## config.mk

```make
export PLATFORM = sky130hd
export DESIGN_NAME = mult_sequencer
export DESIGN_NICKNAME = d
export VERILOG_FILES = /design/src/rtl/mult_sequencer.sv
export SDC_FILE = /design/constraint.sdc
export NUM_CORES = 1
export LEC_CHECK = 0
export CAP_MARGIN = 10
export CORE_AREA = 8 8 45 47
export CTS_BUF_LIST = sky130_fd_sc_hd__clkbuf_2
export CTS_CLUSTER_SIZE = 20
export DETAILED_ROUTE_END_ITERATION = 16
export DIE_AREA = 0 0 53 55
export GPL_ROUTABILITY_DRIVEN = 0
export MAX_ROUTING_LAYER = met4
export PLACE_DENSITY = 0.66
export REMOVE_ABC_BUFFERS = 1
export SLEW_MARGIN = 0
export SYNTH_ARGS = -nofsm -noshare
export SYNTH_HDL_FRONTEND = slang
export SYNTH_SLANG_ARGS = --single-unit
```

## constraint.sdc

```tcl
create_clock -name Clk -period 3.3 [get_ports Clk]
set_input_delay 0.66 -clock Clk [delete_from_list [all_inputs] [get_ports Clk]]
set_output_delay 0.66 -clock Clk [all_outputs]
set_load 0.02 [all_outputs]
```

## src/rtl/mult_sequencer.sv

```systemverilog
// Control sequencer for the add-shift signed multiplier: turns button levels into datapath strobes.
// Optional MULT_SKIP_ADD_EN: a zero multiplier bit folds its add/sub step into the shift.
module mult_sequencer #(
    parameter int WIDTH = 8,
    localparam int IW = $clog2(WIDTH)
) (
    input  logic          Clk,
    input  logic          Reset,
    input  logic          Execute,
    input  logic          ClearA_LoadB,
    input  logic          M,
    output logic          Clr_XA,
    output logic          Ld_B,
    output logic          Add,
    output logic          Sub,
    output logic          Ld_XA,
    output logic          Shift_En,
    output logic          Busy,
    output logic          Done,
    output logic [IW-1:0] Iter
);

    typedef enum logic [2:0] {
        S_IDLE,
        S_CLR,
        S_ADD,
        S_SHIFT,
        S_SUB,
        S_DONE
    } state_t;

    localparam logic [IW-1:0] LAST = IW'(WIDTH - 1);

    state_t        state_q, state_d;
    logic [IW-1:0] iter_q, iter_d;
    logic [IW-1:0] iter_inc;
    logic          shift_step;
    logic          clr_c, ldb_c, add_c, sub_c, ldxa_c, shen_c, done_c;

    always_ff @(posedge Clk or negedge Reset) begin
        if (!Reset) begin
            state_q <= S_IDLE;
            iter_q  <= '0;
        end else begin
            state_q <= state_d;
            iter_q  <= iter_d;
        end
    end

    assign iter_inc = iter_q + IW'(1);

    always_comb begin
        state_d    = state_q;
        iter_d     = iter_q;
        shift_step = 1'b0;
        clr_c      = 1'b0;
        ldb_c      = 1'b0;
        add_c      = 1'b0;
        sub_c      = 1'b0;
        ldxa_c     = 1'b0;
        shen_c     = 1'b0;
        done_c     = 1'b0;
        case (state_q)
            S_IDLE: begin
                iter_d = '0;
                if (Execute) begin
                    state_d = S_CLR;
                end else if (ClearA_LoadB) begin
                    clr_c = 1'b1;
                    ldb_c = 1'b1;
                end
            end
            S_CLR: begin
                clr_c   = 1'b1;
                iter_d  = '0;
                state_d = S_ADD;
            end
            S_ADD: begin
                add_c   = M;
                ldxa_c  = M;
                state_d = S_SHIFT;
`ifdef MULT_SKIP_ADD_EN
                shift_step = !M;
`endif
            end
            S_SUB: begin
                sub_c   = M;
                ldxa_c  = M;
                state_d = S_SHIFT;
`ifdef MULT_SKIP_ADD_EN
                shift_step = !M;
`endif
            end
            S_SHIFT: shift_step = 1'b1;
            S_DONE: begin
                done_c = 1'b1;
                if (!Execute) begin
                    state_d = S_IDLE;
                    iter_d  = '0;
                end
            end
            default: state_d = S_IDLE;
        endcase

        // Shared shift handling; a bypassed zero-bit step lands here from ADD/SUB.
        if (shift_step) begin
            shen_c = 1'b1;
            if (iter_q == LAST) begin
                state_d = S_DONE;
            end else begin
                iter_d  = iter_inc;
                state_d = (iter_inc == LAST) ? S_SUB : S_ADD;
            end
        end
    end

    // Reset also masks the input-driven IDLE strobes so nothing leaks out while held.
    assign Clr_XA   = clr_c & Reset;
    assign Ld_B     = ldb_c & Reset;
    assign Add      = add_c & Reset;
    assign Sub      = sub_c & Reset;
    assign Ld_XA    = ldxa_c & Reset;
    assign Shift_En = shen_c & Reset;
    assign Done     = done_c & Reset;
    assign Busy     = Reset & (state_q != S_IDLE) & (state_q != S_DONE);
    assign Iter     = iter_q;

endmodule
```

Yosys cells after proc, flatten, opt, wreduce, memory -nomap -nowiden. Cells that the tools add are included. Widths: inputs -> output; s select.

$add $sub $neg: 1. Equal/unequal tests: 11. Muxes and demuxes: 20. Bitwise gates (word level): 9. Reductions and logical operators: 5.

Operators with widths (count): $mux 3 (8); $pmux 3 s5 (1); $eq 3x3->1 const B (4); $and 1x1->1 (9); $mux 1 (9); $ne 3x3->1 const B (3); $eq 3x2->1 const B (2); $pmux 3 s2 (1); $reduce_or 2->1 (2); $add 3x1->3 const B (1); $eq 3x1->1 const B (1); $logic_not 3->1 (1); $reduce_and 3->1 (1); $reduce_bool 3->1 (1); $ne 2x2->1 const B (1); $pmux 1 s2 (1).

Flip-flop bits (word level): 6. Input port bits: 5. Output and inout port bits: 11. Word-level logic and storage cells: 48.

Depth between registers and ports, before layout.
Depth after elaboration: 5. Gate-level depth with buffers: 5. Depth with buffers taken out: 5.

Worst setup path after synthesis. OpenSTA, ideal clock, no wires.

Path kind: input to output. Start: input Execute. End: output Clr_XA. Arrival time: 1.518 ns. Required time: 2.640 ns. Setup slack: 1.122 ns. Cell stages on the path: 3. Path buffers: 0. Path through: inv_1 > a21oi_1 > nor4b_1.

Word-level cells in the longest chain between the ends: 3.

RTL lines: start, declared (RTL line 9) `input logic Execute,`; $mux 1 (RTL line 66) `if (Execute) begin`; $pmux 1 s2 (RTL line 63) `case (state_q)`; $and 1x1->1 (RTL line 118) `assign Clr_XA = clr_c & Reset;`; end, declared (RTL line 12) `output logic Clr_XA,`.

Every way passes these cells.

Worst setup path in the final report.
Start: input Reset. End: output Ld_XA.

Word-level cells in the longest chain between the ends: 1.

RTL lines: start, declared (RTL line 8) `input logic Reset,`; $and 1x1->1 (RTL line 122) `assign Ld_XA = ldxa_c & Reset;`; end, declared (RTL line 16) `output logic Ld_XA,`.

Every way passes these cells.

==> impl_metrics.toml <==
[timing]
max_freq_mhz = 344
finalSetupTns_ps = 0
slew_headroom = 0.734
hold_violations = 0
final-max-slew-violation-count = 0
fin_ws_ps = 393
setup_viol = 0
post-route-period-util = 0.881
fin_hold_ws_ps = 563
finClkSkew_ps = 5.62
rsz0062_at_grt = "no"
period_needed_ps = 2910
max_slew.worst_pin.slew_ps = 399

[power]
p_comb_frac = 0.573
ir_worst_vdd_mv = 0.363
finalPower_w = 0.000511
power_density_mw_per_mm2 = 818
p_sw_frac = 0.447
intPower_w = 0.000282
clockPowerShare = 0.096
p_leak_nw = 0.286
p_switching_w = 0.000228
seqPwrFrac = 0.331

[yosys]
synth_cell_types = 23
yosys.area_share.simple = 0.313
synth_compound_gate_area_share = 0.159
synth_top_family_by_area = "simple AND/OR/NAND/NOR gates"
yosysTopAreaCell = "dfrtp_1"
synthTopCellsByArea = "dfrtp_1, ha_1, nor2_1"
synth_top_area_frac = 0.330
synthXorXnorAreaFrac = 0.0385
synthMuxAreaShare = 0
syn_inst = 53
synthAdderAreaFrac = 0.0824
avgSynthCellArea_um2 = 8.59
ys_ff_latch = 6
yosys_warnings = 0
syn_area_um2 = 455
synth.yosys.seq_area_share = 0.330

[min_path]
worstHoldStart = "Iter[2]$_DFF_PN0_"
min_path_cells = 2
hold_path.class = "flop to flop"
min_to = "Iter[2]$_DFF_PN0_"

[die]
die_x_um = 53
ioPinCount = 16
rows = 14
dieArea_mm2 = 0.00292
core_mm2 = 0.00138
fp.dieH_um = 55
initial_core_util = 0.329

[route]
drc = 0
ant_nets = 0
wirelength_um = 1020
viasPerCell = 4.93
wire_per_inst_um = 12.0
via_count = 419
first_pass_iters = 4
drtIter0Drc = 7

[global_routing]
grt_start_max_net_pins = 13
track_usage = 0.0820
antenna_found_initial = 0
grt_pass1_vias = 405
grt_overflow = 0
grt_pass1_wl_um = 1750

[run]
max_cap_viol_count = 0

[finish]
most-common-layout-cells = "clkdlybuf4s50_1, nor2_1, dfrtp_1, nand2_1, a21oi_1"
diodes = 0
nets = 79
layout_commonest_cell = "clkdlybuf4s50_1"
drive_above_1_share = 0.101
syn_to_final_growth_pct = 37.1
post-route-util = 0.451

[clocking]
numCtsBuffers = 3
cts_resized = 0
clkTransAtPathRegs_ps = 60
root_buffer = "clkbuf_2"
cts.sinks = 6
clk_path_buf_depth = 2
clk_latency_ps = 220
cts_tree = "done"
htree_levels = 1
post_cts_buffers = 0
cts_hold_buffers = 0

[placed_design]
io_buffers = 15
pre_cts_slack_ps = 403
hpwl_um = 815

[critical_path]
reg2reg_to = "state_q[2]$_DFFE_PN0P_"
crit_path_start_kind = "primary input"
r2r_cells = 5
worstPathRequired_ps = 2640
worst-path-max-fanout = 8
cp_data_arrival_time_ps = 2250
critPathCaptureType = "output pin"
r2r_slack_ps = 1760
critical_path_class = "primary input to output pin"
timing.rr.start = "Iter[0]$_DFF_PN0_"

[status]
status = "complete, no violations"
-- metal layers --
layer / routed length (um) / global-route usage / part of all wire
met5: 0 / - / 0
met4: 0 / 0.0259 / 0
met3: 70 / 0.0428 / 0.069
met2: 520 / 0.135 / 0.51
met1: 429 / 0.0831 / 0.42
-- registers in the layout, summed over array words and instances, names as in the netlist --
signal and cells:
Iter 3, state_q 3
-- Yosys cell counts (all sizes together) --
master,n
a211oi,1
a21o,1
a21oi,5
and2,1
buf,3
dfrtp,6
ha,3
inv,3
nand2,6
nand2b,3
nand3b,1
nand4bb,1
nor2,8
nor3,1
nor4b,1
o21a,1
o22ai,4
or2,1
or3b,1
xor2,2
-- metrics by stage --
stage               instances  cell area [um^2]
floorplan                  50               432
global placement           82               609
detailed placement         82               609
CTS                        85               624
global route               85               624
finish                     85               624
-- cell type report --
class	count	area (um^2)
multi-input cells	41	270
clock buffers	3	15.0
fillers	137	759
well taps	16	20.0
repair buffers	16	158
flip-flops and latches	6	150
inverters	3	11.3
-- critical path, stage by stage --
cell and delay (ps):
clkdlybuf4s50_1 640, nand3b_1 160, a21oi_1 150, clkdlybuf4s50_1 630
-- power by group through the flow --
| stage | registers, W | logic (W) | clock network (W) |
|---|---|---|---|
| floorplan | 0.000176 | 0.000181 | 0 |
| finish | 0.000169 | 0.000293 | 0.0000488 |
| global placement | 0.000171 | 0.000292 | 0 |
| detailed placement | 0.000171 | 0.000294 | 0 |
| global route | 0.000180 | 0.000327 | 0.0000563 |
| CTS | 0.000169 | 0.000295 | 0.0000515 |
-- kinds of logic (layout without fill, tap and decap cells) --
family / after synthesis / in the layout
adder cells (fa/ha/maj): 3 / 3
AO/OA/AOI/OAI: 12 / 12
XOR/XNOR: 2 / 2
buffers and inverters: 6 / 22
AND/OR/NAND/NOR: 24 / 24
flip-flops: 6 / 6
-- worst max-delay path by stage --
stage,startpoint,endpoint,slack [ps]
finish,Reset,Ld_XA,390
global route,Reset,Ld_B,240
CTS,Reset,Ld_XA,380
detailed placement,Reset,Ld_XA,400
global placement,Reset,Clr_XA,430
floorplan,Execute,Clr_XA,1110
Note: power is estimated with default switching activity, not from simulation.
